## src/rtl/cart_sdram_arbiter_if.sv

```systemverilog
// Purpose: SDRAM controller request/acknowledge bus shared by the cartridge arbiter.
// Ports:   mem_req/mem_we/mem_addr/mem_din go from the arbiter (master) to the controller;
//          mem_ack (one-cycle completion pulse) and mem_dout (read data in the ack cycle)
//          come back from the controller (slave).
interface cart_sdram_arbiter_if #(
   parameter int unsigned AW = 25
);
   localparam int unsigned DW = 8;

   logic          mem_req;
   logic          mem_we;
   logic [AW-1:0] mem_addr;
   logic [DW-1:0] mem_din;
   logic          mem_ack;
   logic [DW-1:0] mem_dout;

   modport master (
      output mem_req,
      output mem_we,
      output mem_addr,
      output mem_din,
      input  mem_ack,
      input  mem_dout
   );

   modport slave (
      input  mem_req,
      input  mem_we,
      input  mem_addr,
      input  mem_din,
      output mem_ack,
      output mem_dout
   );
endinterface

```

## src/rtl/cart_sdram_arbiter.sv

```systemverilog
// Purpose: shares one SDRAM controller port between Z80 cartridge reads and ioctl
//          ROM-download writes. Round-robin arbitration, one-entry write buffer,
//          one-entry read cache. All outputs registered.
// Ports:   clk, reset_n (async active-low)
//          cpu_req/cpu_addr in, cpu_q/cpu_wait_n out      : Z80 read side
//          ioctl_wr/ioctl_addr/ioctl_dout in,
//          ioctl_wait/ovf_err out                         : download write side
//          mem (cart_sdram_arbiter_if.master)             : SDRAM controller bus
module cart_sdram_arbiter #(
   parameter int unsigned AW = 25
) (
   input  logic                 clk,
   input  logic                 reset_n,

   input  logic                 cpu_req,
   input  logic [AW-1:0]        cpu_addr,
   output logic [7:0]           cpu_q,
   output logic                 cpu_wait_n,

   input  logic                 ioctl_wr,
   input  logic [AW-1:0]        ioctl_addr,
   input  logic [7:0]           ioctl_dout,
   output logic                 ioctl_wait,
   output logic                 ovf_err,

   cart_sdram_arbiter_if.master mem
);

   localparam int unsigned DW = 8;
   localparam logic GRANT_IO  = 1'b0;
   localparam logic GRANT_CPU = 1'b1;

   typedef enum logic [1:0] {
      ST_IDLE   = 2'd0,
      ST_CPU_RD = 2'd1,
      ST_IO_WR  = 2'd2
   } state_e;

   state_e        state_q, state_d;
   logic          last_grant_q, last_grant_d;
   logic          served_q, served_d;
   logic          buf_full_q, buf_full_d;
   logic [AW-1:0] buf_addr_q, buf_addr_d;
   logic [DW-1:0] buf_data_q, buf_data_d;
   logic          cache_valid_q, cache_valid_d;
   logic [AW-1:0] cache_tag_q, cache_tag_d;
   logic [DW-1:0] cache_data_q, cache_data_d;
   logic [DW-1:0] cpu_q_q, cpu_q_d;
   logic          cpu_wait_n_q, cpu_wait_n_d;
   logic          ovf_err_q, ovf_err_d;
   logic          mem_req_q, mem_req_d;
   logic          mem_we_q, mem_we_d;
   logic [AW-1:0] mem_addr_q, mem_addr_d;
   logic [DW-1:0] mem_din_q, mem_din_d;

   logic cpu_pending;
   logic cache_hit;
   logic cpu_miss;
   logic wr_pending;

   // Request qualifiers used by the IDLE arbiter
   always_comb begin
      cpu_pending = cpu_req & ~served_q;
      cache_hit   = cache_valid_q & (cache_tag_q == cpu_addr);
      cpu_miss    = cpu_pending & ~cache_hit;
      wr_pending  = buf_full_q;
   end

   // Next-state and registered-output logic
   always_comb begin
      state_d       = state_q;
      last_grant_d  = last_grant_q;
      served_d      = cpu_req ? served_q : 1'b0;
      buf_full_d    = buf_full_q;
      buf_addr_d    = buf_addr_q;
      buf_data_d    = buf_data_q;
      cache_valid_d = cache_valid_q;
      cache_tag_d   = cache_tag_q;
      cache_data_d  = cache_data_q;
      cpu_q_d       = cpu_q_q;
      cpu_wait_n_d  = cpu_wait_n_q;
      ovf_err_d     = ovf_err_q;
      mem_req_d     = mem_req_q;
      mem_we_d      = mem_we_q;
      mem_addr_d    = mem_addr_q;
      mem_din_d     = mem_din_q;

      // Write buffer capture; a strobe landing on the freeing ack edge still sees full_q and is dropped
      if (ioctl_wr) begin
         if (buf_full_q) begin
            ovf_err_d = 1'b1;
         end else begin
            buf_full_d = 1'b1;
            buf_addr_d = ioctl_addr;
            buf_data_d = ioctl_dout;
         end
      end

      case (state_q)
         ST_IDLE: begin
            if (cpu_pending && cache_hit) begin
               cpu_q_d  = cache_data_q;
               served_d = 1'b1;
            end
            if (cpu_miss && (!wr_pending || last_grant_q == GRANT_IO)) begin
               state_d      = ST_CPU_RD;
               mem_req_d    = 1'b1;
               mem_we_d     = 1'b0;
               mem_addr_d   = cpu_addr;
               cpu_wait_n_d = 1'b0;
            end else if (wr_pending && (!cpu_miss || last_grant_q == GRANT_CPU)) begin
               state_d       = ST_IO_WR;
               mem_req_d     = 1'b1;
               mem_we_d      = 1'b1;
               mem_addr_d    = buf_addr_q;
               mem_din_d     = buf_data_q;
               // Invalidate at grant so no later hit can return pre-write data
               cache_valid_d = 1'b0;
            end
         end

         ST_CPU_RD: begin
            if (mem.mem_ack) begin
               state_d       = ST_IDLE;
               cpu_q_d       = mem.mem_dout;
               // Tag from the captured address: cpu_addr may have moved if cpu_req fell
               cache_tag_d   = mem_addr_q;
               cache_data_d  = mem.mem_dout;
               cache_valid_d = 1'b1;
               served_d      = cpu_req;
               cpu_wait_n_d  = 1'b1;
               mem_req_d     = 1'b0;
               last_grant_d  = GRANT_CPU;
            end
         end

         ST_IO_WR: begin
            if (mem.mem_ack) begin
               state_d      = ST_IDLE;
               buf_full_d   = 1'b0;
               mem_req_d    = 1'b0;
               last_grant_d = GRANT_IO;
            end
         end

         default: begin
            state_d   = ST_IDLE;
            mem_req_d = 1'b0;
         end
      endcase
   end

   // State and output registers
   always_ff @(posedge clk or negedge reset_n) begin
      if (!reset_n) begin
         state_q       <= ST_IDLE;
         last_grant_q  <= GRANT_IO;
         served_q      <= 1'b0;
         buf_full_q    <= 1'b0;
         buf_addr_q    <= '0;
         buf_data_q    <= '0;
         cache_valid_q <= 1'b0;
         cache_tag_q   <= '0;
         cache_data_q  <= '0;
         cpu_q_q       <= 8'hFF;
         cpu_wait_n_q  <= 1'b1;
         ovf_err_q     <= 1'b0;
         mem_req_q     <= 1'b0;
         mem_we_q      <= 1'b0;
         mem_addr_q    <= '0;
         mem_din_q     <= '0;
      end else begin
         state_q       <= state_d;
         last_grant_q  <= last_grant_d;
         served_q      <= served_d;
         buf_full_q    <= buf_full_d;
         buf_addr_q    <= buf_addr_d;
         buf_data_q    <= buf_data_d;
         cache_valid_q <= cache_valid_d;
         cache_tag_q   <= cache_tag_d;
         cache_data_q  <= cache_data_d;
         cpu_q_q       <= cpu_q_d;
         cpu_wait_n_q  <= cpu_wait_n_d;
         ovf_err_q     <= ovf_err_d;
         mem_req_q     <= mem_req_d;
         mem_we_q      <= mem_we_d;
         mem_addr_q    <= mem_addr_d;
         mem_din_q     <= mem_din_d;
      end
   end

   assign cpu_q        = cpu_q_q;
   assign cpu_wait_n   = cpu_wait_n_q;
   assign ioctl_wait   = buf_full_q;
   assign ovf_err      = ovf_err_q;
   assign mem.mem_req  = mem_req_q;
   assign mem.mem_we   = mem_we_q;
   assign mem.mem_addr = mem_addr_q;
   assign mem.mem_din  = mem_din_q;

endmodule

```

## src/flat_wrapper.sv

```systemverilog
// flat-port wrapper written by rule: the top's interface ports become plain ports
module cart_sdram_arbiter_flat 
#(
   parameter int unsigned AW = 25
)
  (clk, reset_n, cpu_req, cpu_addr, cpu_q, cpu_wait_n, ioctl_wr, ioctl_addr, ioctl_dout, ioctl_wait, ovf_err, mem_mem_req, mem_mem_we, mem_mem_addr, mem_mem_din, mem_mem_ack, mem_mem_dout);
  cart_sdram_arbiter_if #(.AW(AW)) mem_i ();
  input  logic clk;
  input  logic reset_n;
  input  logic cpu_req;
  input  logic [AW-1:0] cpu_addr;
  output logic [7:0] cpu_q;
  output logic cpu_wait_n;
  input  logic ioctl_wr;
  input  logic [AW-1:0] ioctl_addr;
  input  logic [7:0] ioctl_dout;
  output logic ioctl_wait;
  output logic ovf_err;
  output wire logic [$bits(mem_i.mem_req)-1:0] mem_mem_req;
  output wire logic [$bits(mem_i.mem_we)-1:0] mem_mem_we;
  output wire logic [$bits(mem_i.mem_addr)-1:0] mem_mem_addr;
  output wire logic [$bits(mem_i.mem_din)-1:0] mem_mem_din;
  input wire logic [$bits(mem_i.mem_ack)-1:0] mem_mem_ack;
  input wire logic [$bits(mem_i.mem_dout)-1:0] mem_mem_dout;
  assign mem_mem_req = mem_i.mem_req;
  assign mem_mem_we = mem_i.mem_we;
  assign mem_mem_addr = mem_i.mem_addr;
  assign mem_mem_din = mem_i.mem_din;
  assign mem_i.mem_ack = mem_mem_ack;
  assign mem_i.mem_dout = mem_mem_dout;
  cart_sdram_arbiter #(.AW(AW)) u_core (.clk(clk), .reset_n(reset_n), .cpu_req(cpu_req), .cpu_addr(cpu_addr), .cpu_q(cpu_q), .cpu_wait_n(cpu_wait_n), .ioctl_wr(ioctl_wr), .ioctl_addr(ioctl_addr), .ioctl_dout(ioctl_dout), .ioctl_wait(ioctl_wait), .ovf_err(ovf_err), .mem(mem_i));
endmodule
```

## config.mk

```make
export PLATFORM = sky130hd
export DESIGN_NAME = cart_sdram_arbiter_flat
export DESIGN_NICKNAME = d
export VERILOG_FILES = /design/src/rtl/cart_sdram_arbiter_if.sv /design/src/rtl/cart_sdram_arbiter.sv /design/src/flat_wrapper.sv
export SDC_FILE = /design/constraint.sdc
export NUM_CORES = 1
export LEC_CHECK = 0
export BUFFER_PORTS_ARGS = -buffer_cell sky130_fd_sc_hd__buf_2
export CAP_MARGIN = 20
export CORE_UTILIZATION = 54
export CTS_CLUSTER_DIAMETER = 150
export DETAILED_ROUTE_END_ITERATION = 7
export PLACE_DENSITY_LB_ADDON = 0.15
export SYNTH_ARGS = -nofsm -noshare
export SYNTH_HDL_FRONTEND = slang
export SYNTH_SLANG_ARGS = --single-unit
```

## constraint.sdc

```tcl
create_clock -name clk -period 2.8 [get_ports clk]
set_clock_uncertainty 0.1 [all_clocks]
set_input_delay 0.42 -clock clk [delete_from_list [all_inputs] [get_ports clk]]
set_output_delay 0.42 -clock clk [all_outputs]
set_load 0.005 [all_outputs]
```

**Word level (Yosys, flattened, before mapping)**

Cells that the tools add are included.

- Output and inout port bits: 46
- Bits of input ports: 71
- Word-level logic and storage cells: 85
- Register bits after elaboration: 117

- Reductions and logical operators: 22
- Mux-type cells: 28
- Bitwise gates (word level): 8
- Eq/ne operators: 11

Operators by type and width:

| cell | count |
|---|---|
| 25-bit 2-to-1 mux | 2 |
| 25-bit equality test | 1 |
| 8-bit 2-to-1 mux | 2 |
| 8-bit one-hot mux with 2 select lines | 1 |
| 1-bit 2-to-1 mux | 14 |
| 3-bit AND reduction | 4 |
| 1-bit one-hot mux with 2 select lines | 5 |
| 2-bit AND reduction | 5 |
| 2-bit by 1-bit != test with 1-bit output, second input constant | 4 |
| 2-bit 2-to-1 mux | 3 |
| 2-bit != test, second input constant | 3 |
| 2-bit nonzero test | 3 |
| 1-bit inverter | 5 |
| 2-bit one-hot mux with 2 select lines | 1 |
| 4-bit AND reduction | 1 |
| 1-bit AND | 3 |
| 1-bit logical AND | 3 |
| 3-bit by 1-bit != test with 1-bit output, second input constant | 1 |
| 2-bit by 1-bit equality test with 1-bit output, second input constant | 1 |
| 2-bit equality test, second input constant | 1 |
| 1-bit logical NOT | 2 |
| 2-bit logical NOT | 1 |
| 1-bit logical OR | 2 |
| 2-bit OR reduction | 1 |

**Logic depth before layout (Yosys ltp)**

Gate-level depths: netlist (run 1).

- Word-level depth: 10
- Depth in mapped cells: 8
- Mapped depth without buffers: 7

**Worst setup path before layout (run 1)**

Ideal clock, no wire load.

- Path kind: input to register
- Start point: input port cpu_addr[18]
- End point: register u_core.state_q[0]
- Setup slack: 0.760 ns
- Path buffers: 2
- Data arrival time: 1.812 ns
- Data required time: 2.572 ns
- Setup time: 0.128 ns
- Stages: 8
- Path through: xnor2_1 nand4_1 nor4_4 a21oi_1 buf_4 buf_6 a2bb2oi_1 o22ai_1

- Longest elaborated chain between the ends: 9
- Elaborated cells on any way between the ends: 12
- Classes of those cells: eq/ne (2); mux (2); bitwise (3); reduce/logical (5)

Ends and longest elaborated chain:

| what | RTL line | source |
|---|---|---|
| from (decl) | flat_wrapper.sv:11 | `input logic [AW-1:0] cpu_addr;` |
| 25-bit equality test * | cart_sdram_arbiter.sv:64 | `cache_hit = cache_valid_q & (cache_tag_q == cpu_addr);` |
| 1-bit AND * | cart_sdram_arbiter.sv:64 |  |
| 1-bit inverter * | cart_sdram_arbiter.sv:65 | `cpu_miss = cpu_pending & ~cache_hit;` |
| 1-bit AND * | cart_sdram_arbiter.sv:65 |  |
| 1-bit logical NOT | cart_sdram_arbiter.sv:111 | `end else if (wr_pending && (!cpu_miss \|\| last_grant_q == GRANT_CPU)) begin` |
| 1-bit logical OR | cart_sdram_arbiter.sv:111 |  |
| 1-bit logical AND | cart_sdram_arbiter.sv:111 |  |
| 3-bit by 1-bit != test with 1-bit output (no source line) | -- |  |
| 2-bit AND reduction (no source line) | -- |  |
| to (signal assigned) | cart_sdram_arbiter.sv:173 | `state_q <= state_d;` |
| to (decl) | cart_sdram_arbiter.sv:39 | `state_e state_q, state_d;` |

Mark *: on every way between the ends. The rest lies on a longest branch, timed or not.
A chain may end at the register's enable or synchronous reset.

**Worst setup path after layout (run 1)**

- Start point: register u_core.cache_tag_q[18]
- End point: register u_core.cpu_q_q[0], in the netlist u_core.cpu_q[0]

- Longest elaborated chain between the ends: 5

Ends and longest elaborated chain:

| what | RTL line | source |
|---|---|---|
| from (decl) | cart_sdram_arbiter.sv:46 | `logic [AW-1:0] cache_tag_q, cache_tag_d;` |
| from (signal assigned) | cart_sdram_arbiter.sv:180 | `cache_tag_q <= cache_tag_d;` |
| 25-bit equality test | cart_sdram_arbiter.sv:64 |  |
| 1-bit AND | cart_sdram_arbiter.sv:64 |  |
| 1-bit logical AND | cart_sdram_arbiter.sv:101 | `if (cpu_pending && cache_hit) begin` |
| 2-bit by 1-bit != test with 1-bit output (no source line) | -- |  |
| 3-bit AND reduction (no source line) | -- |  |
| to (signal assigned) | cart_sdram_arbiter.sv:182 | `cpu_q_q <= cpu_q_d;` |
| to (decl) | cart_sdram_arbiter.sv:48 | `logic [DW-1:0] cpu_q_q, cpu_q_d;` |

Every way passes these cells.

==> results.md, run 1 <==
- Clk slew on worst S/H paths: roughly 0.060 ns
- Syn nets: around 460
- FMAX: between 400 and 500 MHz
- Rows: 35
- Status: finished, final reports clean
- Fraction of layout cells with a size suffix above 1: between 40% and 50%
- Area of the mapped netlist: between 5000 and 6000 um^2
- Total Routing Usage GR: 23.23%
- Max Root-Sink Buffers: 2
- DRC viols: 0
- Most frequent cell after synthesis: dfrtp_1
- CTS H-tree depth: 4
- Unrepaired setup endpoints after global routing: false
- Crit path kind: register to register
- Vias in the first global route: roughly 3600
- Top Ports: ~120
- Gates resized, CTS repair: 0
- Number of flops mapped to enable cells by yosys: 0
- Routed vias/inst: ~5.4
- Pwr Total: just under 8 mW
- Largest net degree at the start of global routing: 57
- Num CTS Buffers: 17
- Die X: slightly below 100 um
- Final Max Slew Viols: 0
- Fin crit share: between 80% and 90%
- Max-Cap Viols: 0
- Worst setup SP type: register
- Routed wire length: between 10 and 15 mm
- Fin crit period: 2.412 ns
- Worst rel slew slack: approximately 62%
- Tightest Pin Transition: around 0.56 ns
- CTS tree: done
- CP Max Fanout: 8
- Sequential share of the synthesized area: 57.50%
- Post-DRT Antenna Nets: 0
- CTS root buffer: clkbuf_8
- First-pass GRT wire length: 17.24 mm
- Die area: 9859 um^2
- WP data required: about 3.1 ns
- R2r setup slk: a little under 0.4 ns
- # setup viols final: 0
- Grt ovf: 0
- Async set or reset register ratio after synthesis: 100.0%
- Worst Hold Launch: ioctl_addr[0]
- Initial Util: between 50% and 60%
- Pwr Density: between 1000 and 1500 nW/um^2
- Worst R2R Path Depth: 6
- DIE HEIGHT: slightly below 100 um
- Port bufs: between 100 and 150
- Leak Pwr: a little under 3 nW
- Post-DP HPWL: 7.204 mm
- Worst hold path depth: 2
- Final core occ: between 70% and 80%
- Initial antenna violation count: 0
- Critical Path Sink Type: register
- Cts hold-fix bufs: 1
- Num Clock Sinks: about 120
- Post-Route Setup TNS: 0 ns
- Netlist cell types: 33
- Main area contributors after synthesis: dfrtp_1 (53%), mux2_2 (16%), mux2i_1 (5.1%), dfstp_2 (4.6%), xnor2_1 (4.3%)
- Number of synthesized register bits: about 120
- Post-CTS Repair Setup Buffers: 0
- Synth warn: 0
- Worst hold path type: primary input to register
- Routability congestion estimate from global placement: roughly 0.76
- Top_reg_cell synth: dfrtp_1
- VDD IR-drop max: between 0.7 and 0.8 mV
- Worst r2r src: u_core.cache_tag_q[18]
- Hold EP: u_core.buf_addr_q[0]
- Clock latency on the worst-skew pair: between 0.5 and 0.6 ns
- Commonest cells post-synth: dfrtp_1 (108), mux2_2 (74), nor2_1 (34), a21oi_1 (33), mux2i_1 (26)
- Crit path DAT: about 2.7 ns
- Via count: 3434
- Worst r2r dst: u_core.cpu_q[0]
- Syn_area_per_cell: 13.17 um^2
- Post-DR wirelength/cell: 16.39 um
- Initial DRC Count: between 100 and 150
- Fin nets: 589
- Area growth syn-to-layout: 26.90%
- DR pass1 iterations: 6
- Total of fill cells in the finished design: between 600 and 700
- Synth top area share: 52.88%
- Final hold vios: 0
- Mapped Cells: between 300 and 400
- # diodes: 0
- Synth area leader: dfrtp_1
- Core ar.: ~9200 um^2
## worst max-delay path, stage by stage (launching register included)
cell and delay (ns):
dfrtp_1 0.38, xnor2_1 0.19, nand4_1 0.23, nor4_4 0.56, nand3_1 0.13, a22o_1 0.35, mux2_1 0.38
## through the flow
step,area [um^2],hold slack (ns),setup WS [ns],cells
after global routing,6486,0.02251,0.2249,638
after detailed placement,5889,0.2938,0.2045,606
final,6486,0.04019,0.3882,638
after CTS,6486,0.01866,0.3628,638
after global placement,5889,0.2906,0.2445,606
after floorplan,5111,0.02441,0.7598,388
## registers in the layout, indices dropped and copies added, names as in the netlist, 2 cells and up
name and flops:
u_core.cache_tag_q 25, u_core.mem.mem_addr 25, u_core.state_q 2, u_core.cpu_q 8, u_core.buf_data_q 8, u_core.mem.mem_din 8
u_core.buf_addr_q 25, u_core.cache_data_q 8
## routing by layer
metal  global-route usage [%]  part of all wire [%]  wire length, um
met2                    38.68                    50             5257
met5                        0                     0                0
met1                    28.67                    44             4573
met3                    6.465                   4.4              457
met4                    9.729                   1.6              171
## power by group
part,leakage (nW),internal (mW),total (mW),switching [mW]
Combinational,1.29,1.43,2.64,1.20
Sequential,1.36,2.61,3.14,0.530
Clock,0.272,1.37,2.12,0.749
## final cells by class
| type | count | area [um^2] | area share [%] |
|---|---|---|---|
| clock buffers | 19 | 431.7 | 6.655 |
| clock inverters | 12 | 155.1 | 2.392 |
| inverters | 5 | 18.77 | 0.2894 |
| multi-input cells | 248 | 2105 | 32.45 |
| flip-flops and latches | 117 | 2939 | 45.31 |
| well taps | 111 | 138.9 | 2.141 |
| repair buffers | 126 | 698.2 | 10.76 |
## cells by family after synthesis
logic type / share of synthesized area [%]
compound gates: 5.018
xor+xnor: 4.284
fa+ha+maj: 0.7345
buf+inv: 2.081
flops: 57.50
mux: 24.92
simple gates: 5.459
## worst max-delay path by stage
stage,startpoint,to,cells after the start
after global routing,u_core.cache_tag_q[9],u_core.cpu_q[0],6
after floorplan,cpu_addr[18],u_core.state_q[0],8
after global placement,cpu_addr[18],u_core.cpu_q[6],7
final,u_core.cache_tag_q[18],u_core.cpu_q[0],6
after detailed placement,cpu_addr[18],u_core.cpu_q[0],7
after CTS,u_core.cache_tag_q[18],u_core.cpu_q[0],6
## cells in the final DEF (no fill, tap or decap), drive strengths merged, types with 2 or more instances in the layout
master	instances
nor3	3
ha	3
a31oi	2
mux2	90
clkinv	3
nand2	7
inv	6
buf	125
nand2b	3
nand3	3
clkbuf	19
bufinv	3
dfstp	9
mux2i	26
a21oi	33
nand4	6
nor2	35
dfrtp	108
a21o	2
xnor2	25
clkinvlp	5
Power figures use the tool's default switching activity.
==> inputs of run 2 (changes only) <==
- ABC_AREA: not set -> 1
- CORE_UTILIZATION: 54 -> 55
- GPL_TIMING_DRIVEN: not set -> 0
==> run 2 against run 1 <==
Net effect:
- critical path depth grew 2
- non-clock buffer count is 23 higher
- fmax up 3.0%
- clock power barely moved
- clock-buffer cell count fell by 1
- critical endpoint is now u_core.cache_tag_q[3]
- largest cell class unchanged
==> results.md, run 2 <==
- Commonest cells post-synth: nand2_1 (289), dfrtp_1 (108), inv_1 (60), o21ai_0 (35), nand4_1 (34)
- Leak Pwr: 3.791 nW (+30%)
- Crit-path leading delay family: buffers and inverters
- Area of the mapped netlist: 5540 um^2 (+8.4%)
- Total Routing Usage GR: 27.81% (+4.6 points)
- Async set or reset register ratio after synthesis: 100.0% (unchanged)
- Tightest Pin Transition: 0.6130 ns (+0.04837 ns)
- Via count: 4859 (+41%)
- Rows: 36 (+2.9%)
- # diodes: 0 (unchanged)
- VDD IR-drop max: 0.5569 mV (-29%)
- Vias in the first global route: 4627 (+28%)
- Fin nets: 867 (+47%)
- # setup viols final: 0 (unchanged)
- Clock latency on the worst-skew pair: 0.51 ns (about the same)
- Worst setup SP type: register
- Unrepaired setup endpoints after global routing: false
- Most frequent cell after synthesis: nand2_1
- Crit path kind: register to register
- Initial Util: 56.68% (+1.1 points)
- Gates resized, CTS repair: 0 (unchanged)
- FMAX: 427.2 MHz (+3.0%)
- Register area: 2939 um^2 (unchanged)
- Max-Cap Viols: 0 (unchanged)
- Commonest non-fill, non-tap cell in the layout: nand2_1
- CTS root buffer: clkbuf_8
- Num CTS Buffers: 17 (unchanged)
- Fin crit period: 2.341 ns (-0.07085 ns)
- Crit-path cells: inv_1 > ha_1 > buf_2 > nand2_1 > inv_1 > clkbuf_1 > clkbuf_1 > o21ai_0
- Clk slew on worst S/H paths: 0.06 ns (about the same)
- Sequential share of the synthesized area: 53.05% (-4.5 points)
- Area of the multi-input gates: 2207 um^2 (+4.9%)
- CTS H-tree depth: 4 (unchanged)
- Mapped Cells: 656 (+69%)
- Routed vias/inst: 5.175 (-3.9%)
- Netlist cell types: 28 (-15%)
- Routed wire length: 13.61 mm (+30%)
- DR pass1 iterations: 5 (-1)
- Fraction of layout cells with a size suffix above 1: 27.17% (-19 points)
- Placement Setup Slack: 0.5036 ns (+0.2990 ns)
- Syn_area_per_cell: 8.446 um^2 (-36%)
- Top Ports: 117 (unchanged)
- Worst rel slew slack: 59.13% (-3.2 points)
- CP bufs+invs: 5 (+5)
- Non-Filler Instances: 939 (+47%)
- Worst setup slack after layout: 0.4591 ns (+0.07085 ns)
- Crit-path max cell delay: 0.43 ns (-0.13 ns)
- Critical path's slowest cell: clkbuf_1
- Largest net degree at the start of global routing: 77 (+35%)
- Status: finished, final reports clean
- First-pass GRT wire length: 21.80 mm (+27%)
- DRC viols: 0 (unchanged)
- Synth warn: 0 (unchanged)
- Synth top area share: 48.78% (-4.1 points)
- Initial antenna violation count: 0 (unchanged)
- Main area contributors after synthesis: dfrtp_1 (49%), nand2_1 (20%), mux2_2 (6.7%), dfstp_2 (4.3%), inv_1 (4.1%)
- Final core occ: 70.79% (+0.26 points)
- WP data required: 3.07 ns (-0.06 ns)
- Critical Path Sink Type: register
- Die X: 102.4 um (+3.1%)
- Post-CTS Repair Setup Buffers: 0 (unchanged)
- Worst hold path type: primary input to register
- Number of flops mapped to enable cells by yosys: 0 (unchanged)
- Max Root-Sink Buffers: 2 (unchanged)
- Die area: 10480 um^2 (+6.3%)
- Total of fill cells in the finished design: 805 (+21%)
- Grt ovf: 0 (unchanged)
- Worst Hold Launch: ioctl_dout[7]
- Placed cells: 906 (+50%)
- Final hold vios: 0 (unchanged)
- Synth area leader: dfrtp_1
- Post-DR wirelength/cell: 14.50 um (-12%)
- Most frequent cells in the layout: nand2_1 (289), buf_2 (125), dfrtp_1 (108), inv_1 (60), o21ai_0 (35)
- Num Clock Sinks: 117 (unchanged)
- Fin crit share: 83.60% (-2.5 points)
- CP Max Fanout: 10 (+2)
- DIE HEIGHT: 102.4 um (+3.1%)
- Initial DRC Count: 248 (+76%)
- Post-DP HPWL: 9.424 mm (+31%)
- CTS tree: done
- Worst r2r src: u_core.state_q[1]
- Number of synthesized register bits: 117 (unchanged)
- Worst Setup SP: u_core.state_q[1]
- Post-DRT Antenna Nets: 0 (unchanged)
- Core ar.: 9774 um^2 (+6.3%)
- Syn nets: 730 (+58%)
- Top_reg_cell synth: dfrtp_1
- Pwr Density: 1136 nW/um^2 (-6.7%)
- Final Max Slew Viols: 0 (unchanged)
- Crit path DAT: 2.61 ns (-0.13 ns)
- Area growth syn-to-layout: 24.89%
- Routability congestion estimate from global placement: 0.8361 (+10%)
- Port bufs: 116 (unchanged)
- Post-Route Setup TNS: 0 ns (unchanged)
- Cts hold-fix bufs: 1 (unchanged)
## run 2: cell families (layout without fill, tap and decap cells)
family	Yosys count	after routing	synth area share, %
xor+xnor	4	4	0.6323
flops	117	117	53.05
fa+ha+maj	3	3	0.6776
simple gates	358	358	27.19
buf+inv	92	242	7.114
compound gates	49	49	4.630
mux	33	33	6.707
## run 2: metal layers
metal	track usage, %	up-vias	part of all wire (%)	wire, um
li1	-	2351	-	-
met3	6.703	20	6.0	814
met5	0	-	0	0
met1	36.39	2314	44	5928
met2	45.28	174	49	6668
met4	10.00	0	1.5	200
## run 2: final timing paths
check,endpoint,slack (ns),cells after the start
hold / removal,u_core.buf_data_q[7],0.03,2
hold reg to reg,u_core.mem.mem_din[3],0.37,2
max in group asynchronous,u_core.buf_addr_q[23],1.61,3
min in group asynchronous,u_core.buf_addr_q[4],0.29,2
setup reg to reg,u_core.cache_tag_q[3],0.46,8
setup / recovery,u_core.cache_tag_q[3],0.46,8
## run 2: stage by stage
stage	area, um^2	power (mW)	hold WS (ns)
2_1_floorplan	5540	4.744	0.02441
3_3_place_gp	6287	5.567	0.3359
3_5_place_dp	6321	5.715	0.2572
4_1_cts	6919	7.881	0.02055
5_1_grt	6919	8.403	0.02122
6_report	6919	7.859	0.03183
## run 2: power breakdown
group / internal (mW) / switching [mW]
sequential: 2.51 / 0.454
combinational: 1.15 / 1.61
clock: 1.37 / 0.766
total: 5.03 / 2.83
## run 2: area by class of cell
| type | instances | area share [%] |
|---|---|---|
| inverter | 61 | 3.345 |
| buffer | 31 | 2.351 |
| clock buffer | 18 | 6.184 |
| tap | 133 | 2.405 |
| sequential | 117 | 42.48 |
| clock inverter | 14 | 2.315 |
| timing repair buffer | 118 | 9.024 |
| multi-input combinational | 447 | 31.90 |
## run 2: worst reg2reg max path: cells and delay by family, from the launching register on
family | cells | cell delay [ns]
compound gates | 1 | 0.17
fa+ha+maj | 1 | 0.13
simple gates | 1 | 0.20
buf+inv | 5 | 1.20
flops | 1 | 0.39
==> inputs of run 3 (changes only) <==
- CORE_UTILIZATION: 55 -> 49
- clock period: 2.8 -> 2.1 ns (I/O delays scaled with it)
==> run 3 against run 2 <==
Net effect:
- via count shrank 1.8%
- sequential power grew 33%
- sequential cell count stayed put
- worst setup slack got worse by 0.28 ns
- critical path depth grew 5
- final area is 0.74% higher
- sequential share of layout area down 0.31 points
- critical path type unchanged
- largest cell class unchanged
- largest power group unchanged
==> results.md, run 3 (synthesis results as in run 2) <==
- Crit path kind: register to register
- Fraction of layout cells with a size suffix above 1: 27.54% (+0.37 points)
- Fin Hold WS: 0.03163 ns (-0.0002024 ns)
- Die X: 108.3 um (+5.8%)
- Worst setup slack after layout: 0.1770 ns (-0.2821 ns)
- Met3 Use GR: 5.666% (-1.0 points)
- First-pass GRT wire length: 23.02 mm (+5.6%)
- Clock latency on the worst-skew pair: 0.41 ns (-0.10 ns)
- DRC viols: 0 (unchanged)
- Initial antenna violation count: 0 (unchanged)
- Clock network fraction of total power: 27.7% (+0.5 points)
- Initial DRC Count: 319 (+29%)
- Top Ports: 117 (unchanged)
- Total of fill cells in the finished design: 967 (+20%)
- Num CTS Buffers: 17 (unchanged)
- Max Root-Sink Buffers: 2 (unchanged)
- Most Crowded Layer GR: met2
- Critical Path Sink Type: register
- Largest net degree at the start of global routing: 70 (-9.1%)
- P_int: 6.833 mW (+36%)
- Crit path DAT: 2.12 ns (-0.49 ns)
- Commonest non-fill, non-tap cell in the layout: nand2_1
- Placement Setup Slack: -0.2407 ns (-0.7442 ns)
- Core ar.: 10940 um^2 (+12%)
- Max-Cap Viols: 0 (unchanged)
- Routed wire length: 13.89 mm (+2.1%)
- Rows: 38 (+5.6%)
- Final core occ: 63.74% (-7.0 points)
- Combinational share of power: 34.8% (-0.3 points)
- Sequential share of power: 37.5% (-0.3 points)
- Crit-path max cell delay: 0.39 ns (-0.04 ns)
- Crit-path cells: nor2_1 > nor2_1 > nor2_1 > nand3_1 > nor2_4 > nand2_4 > nand2_4 > nand2_4 > nand2_8 > inv_4 > buf_6 > nand2_1 > nand2_1
- VDD IR-drop max: 0.7713 mV (+39%)
- Routed vias/inst: 5.043 (-2.5%)
- FMAX: 520.0 MHz (+22%)
- WP data required: 2.30 ns (-0.77 ns)
- Num Clock Sinks: 117 (unchanged)
- CP Max Fanout: 10 (unchanged)
- Total Routing Usage GR: 26.18% (-1.6 points)
- Worst rel slew slack: 64.41% (+5.3 points)
- Status: finished, final reports clean
- Post-DRT Antenna Nets: 0 (unchanged)
- Fin nets: 867 (unchanged)
- Area of placed instances: 6330 um^2 (+0.14%)
- DR pass1 iterations: 5 (unchanged)
- DIE HEIGHT: 108.3 um (+5.8%)
- Fin crit share: 91.57% (+8.0 points)
- Met1 Usage GRT: 33.83% (-2.6 points)
- Post-DR wirelength/cell: 14.68 um (+1.3%)
- Via count: 4771 (-1.8%)
- Leak Pwr: 3.818 nW (+0.73%)
- Sw Share: 35.23% (-0.82 points)
- CTS H-tree depth: 4 (unchanged)
- Worst hold path type: primary input to register
- Cell area after layout: 6970 um^2 (+0.74%)
- Worst setup SP type: register
- Tightest Pin Transition: 0.5339 ns (-0.07917 ns)
- Routability congestion estimate from global placement: 0.7834 (-6.3%)
- Final Max Slew Viols: 0 (unchanged)
- Pwr Density: 1513 nW/um^2 (+33%)
- CTS tree: done
- Port bufs: 116 (unchanged)
- Post-DP HPWL: 9.745 mm (+3.4%)
- Critical path's slowest cell: dfrtp_1
- Grt met2 use: 42.77% (-2.5 points)
- Psw: 3.716 mW (+31%)
- Final hold vios: 0 (unchanged)
- Most frequent cells in the layout: nand2_1 (288), buf_2 (123), dfrtp_1 (108), inv_1 (60), o21ai_0 (35)
- Grt ovf: 0 (unchanged)
- # diodes: 0 (unchanged)
- CTS root buffer: clkbuf_16
- Die area: 11740 um^2 (+12%)
- Clk slew on worst S/H paths: 0.05 ns (about the same)
- Fin crit period: 1.923 ns (-0.4179 ns)
- # setup viols final: 0 (unchanged)
- Unrepaired setup endpoints after global routing: false
- Area growth syn-to-layout: 25.81%
- Initial Util: 50.66% (-6.0 points)
- Vias in the first global route: 4805 (+3.8%)
- Pwr Total: 10.55 mW (+34%)
==> run 3: changes by cell type in the layout (fill, tap and decap cells not counted), moves of 2 or more <==
| cell | previous run | this run |
|---|---|---|
| clkbuf_1 | 10 | 8 |
| clkbuf_4 | 0 | 3 |
| buf_2 | 125 | 123 |
| clkinvlp_4 | 3 | 1 |
| clkbuf_2 | 0 | 3 |
| nor2_2 | 3 | 1 |
| clkinv_4 | 2 | 0 |
| nor2_4 | 0 | 2 |
==> run 3: layout make-up <==
type	instances	area [um^2]	area share, %
timing repair buffer	118	624.3	8.957
sequential	117	2939	42.16
buffer	31	178.9	2.567
multi-input combinational	447	2220	31.84
clock buffer	22	474.2	6.803
clock inverter	10	127.6	1.831
inverter	61	231.5	3.321
tap	140	175.2	2.513
==> run 3: repair_timing <==
action                                 in CTS  in global routing
endpoints found under the hold margin      39                  0
setup endpoints to repair                  22                 43
gates resized for setup                     2                 12
setup buffers                               0                  0
pin swaps                                   0                  0
hold buffers                                1                  0
==> run 3: path summary, 6_finish.rpt <==
check                                        from                       to  slack (ns)  depth (start not counted)
max reg2reg                u_core.cache_tag_q[12]  u_core.mem.mem_addr[16]        0.18                         13
min                                ioctl_addr[22]    u_core.buf_addr_q[22]        0.03                          2
min in group asynchronous                 reset_n   u_core.mem.mem_addr[8]        0.31                          2
max                        u_core.cache_tag_q[12]  u_core.mem.mem_addr[16]        0.18                         13
min reg2reg                        u_core.ovf_err           u_core.ovf_err        0.36                          1
max in group asynchronous                 reset_n    u_core.mem.mem_din[6]        0.89                          3
==> run 3: worst max-delay path, delay by kind of cell (launching register included) <==
family,cells,cell delay (ns)
buffers and inverters,2,0.22
flip-flops,1,0.39
AND/OR/NAND/NOR,11,1.10
==> run 3: power by group through the flow <==
stage | logic, mW | registers (mW) | clock network [mW]
finish | 3.67 | 3.95 | 2.92
global route | 4.19 | 4.08 | 3.07
CTS | 3.70 | 3.95 | 2.96
detailed placement | 3.66 | 3.97 | 0
global placement | 3.52 | 3.92 | 0
floorplan | 2.45 | 3.88 | 0
==> run 3: stage by stage <==
stage | setup TNS (ns) | cells
6_report | 0 | 946
5_1_grt | 0 | 946
2_1_floorplan | 0 | 656
3_5_place_dp | -2.601 | 913
3_3_place_gp | -88.52 | 912
4_1_cts | 0 | 946
==> run 3: metal layers <==
metal | vias up | part of all wire [%]
met3 | 19 | 5.9
met2 | 148 | 49
li1 | 2352 | -
met4 | 0 | 1.4
met5 | - | 0
met1 | 2252 | 44
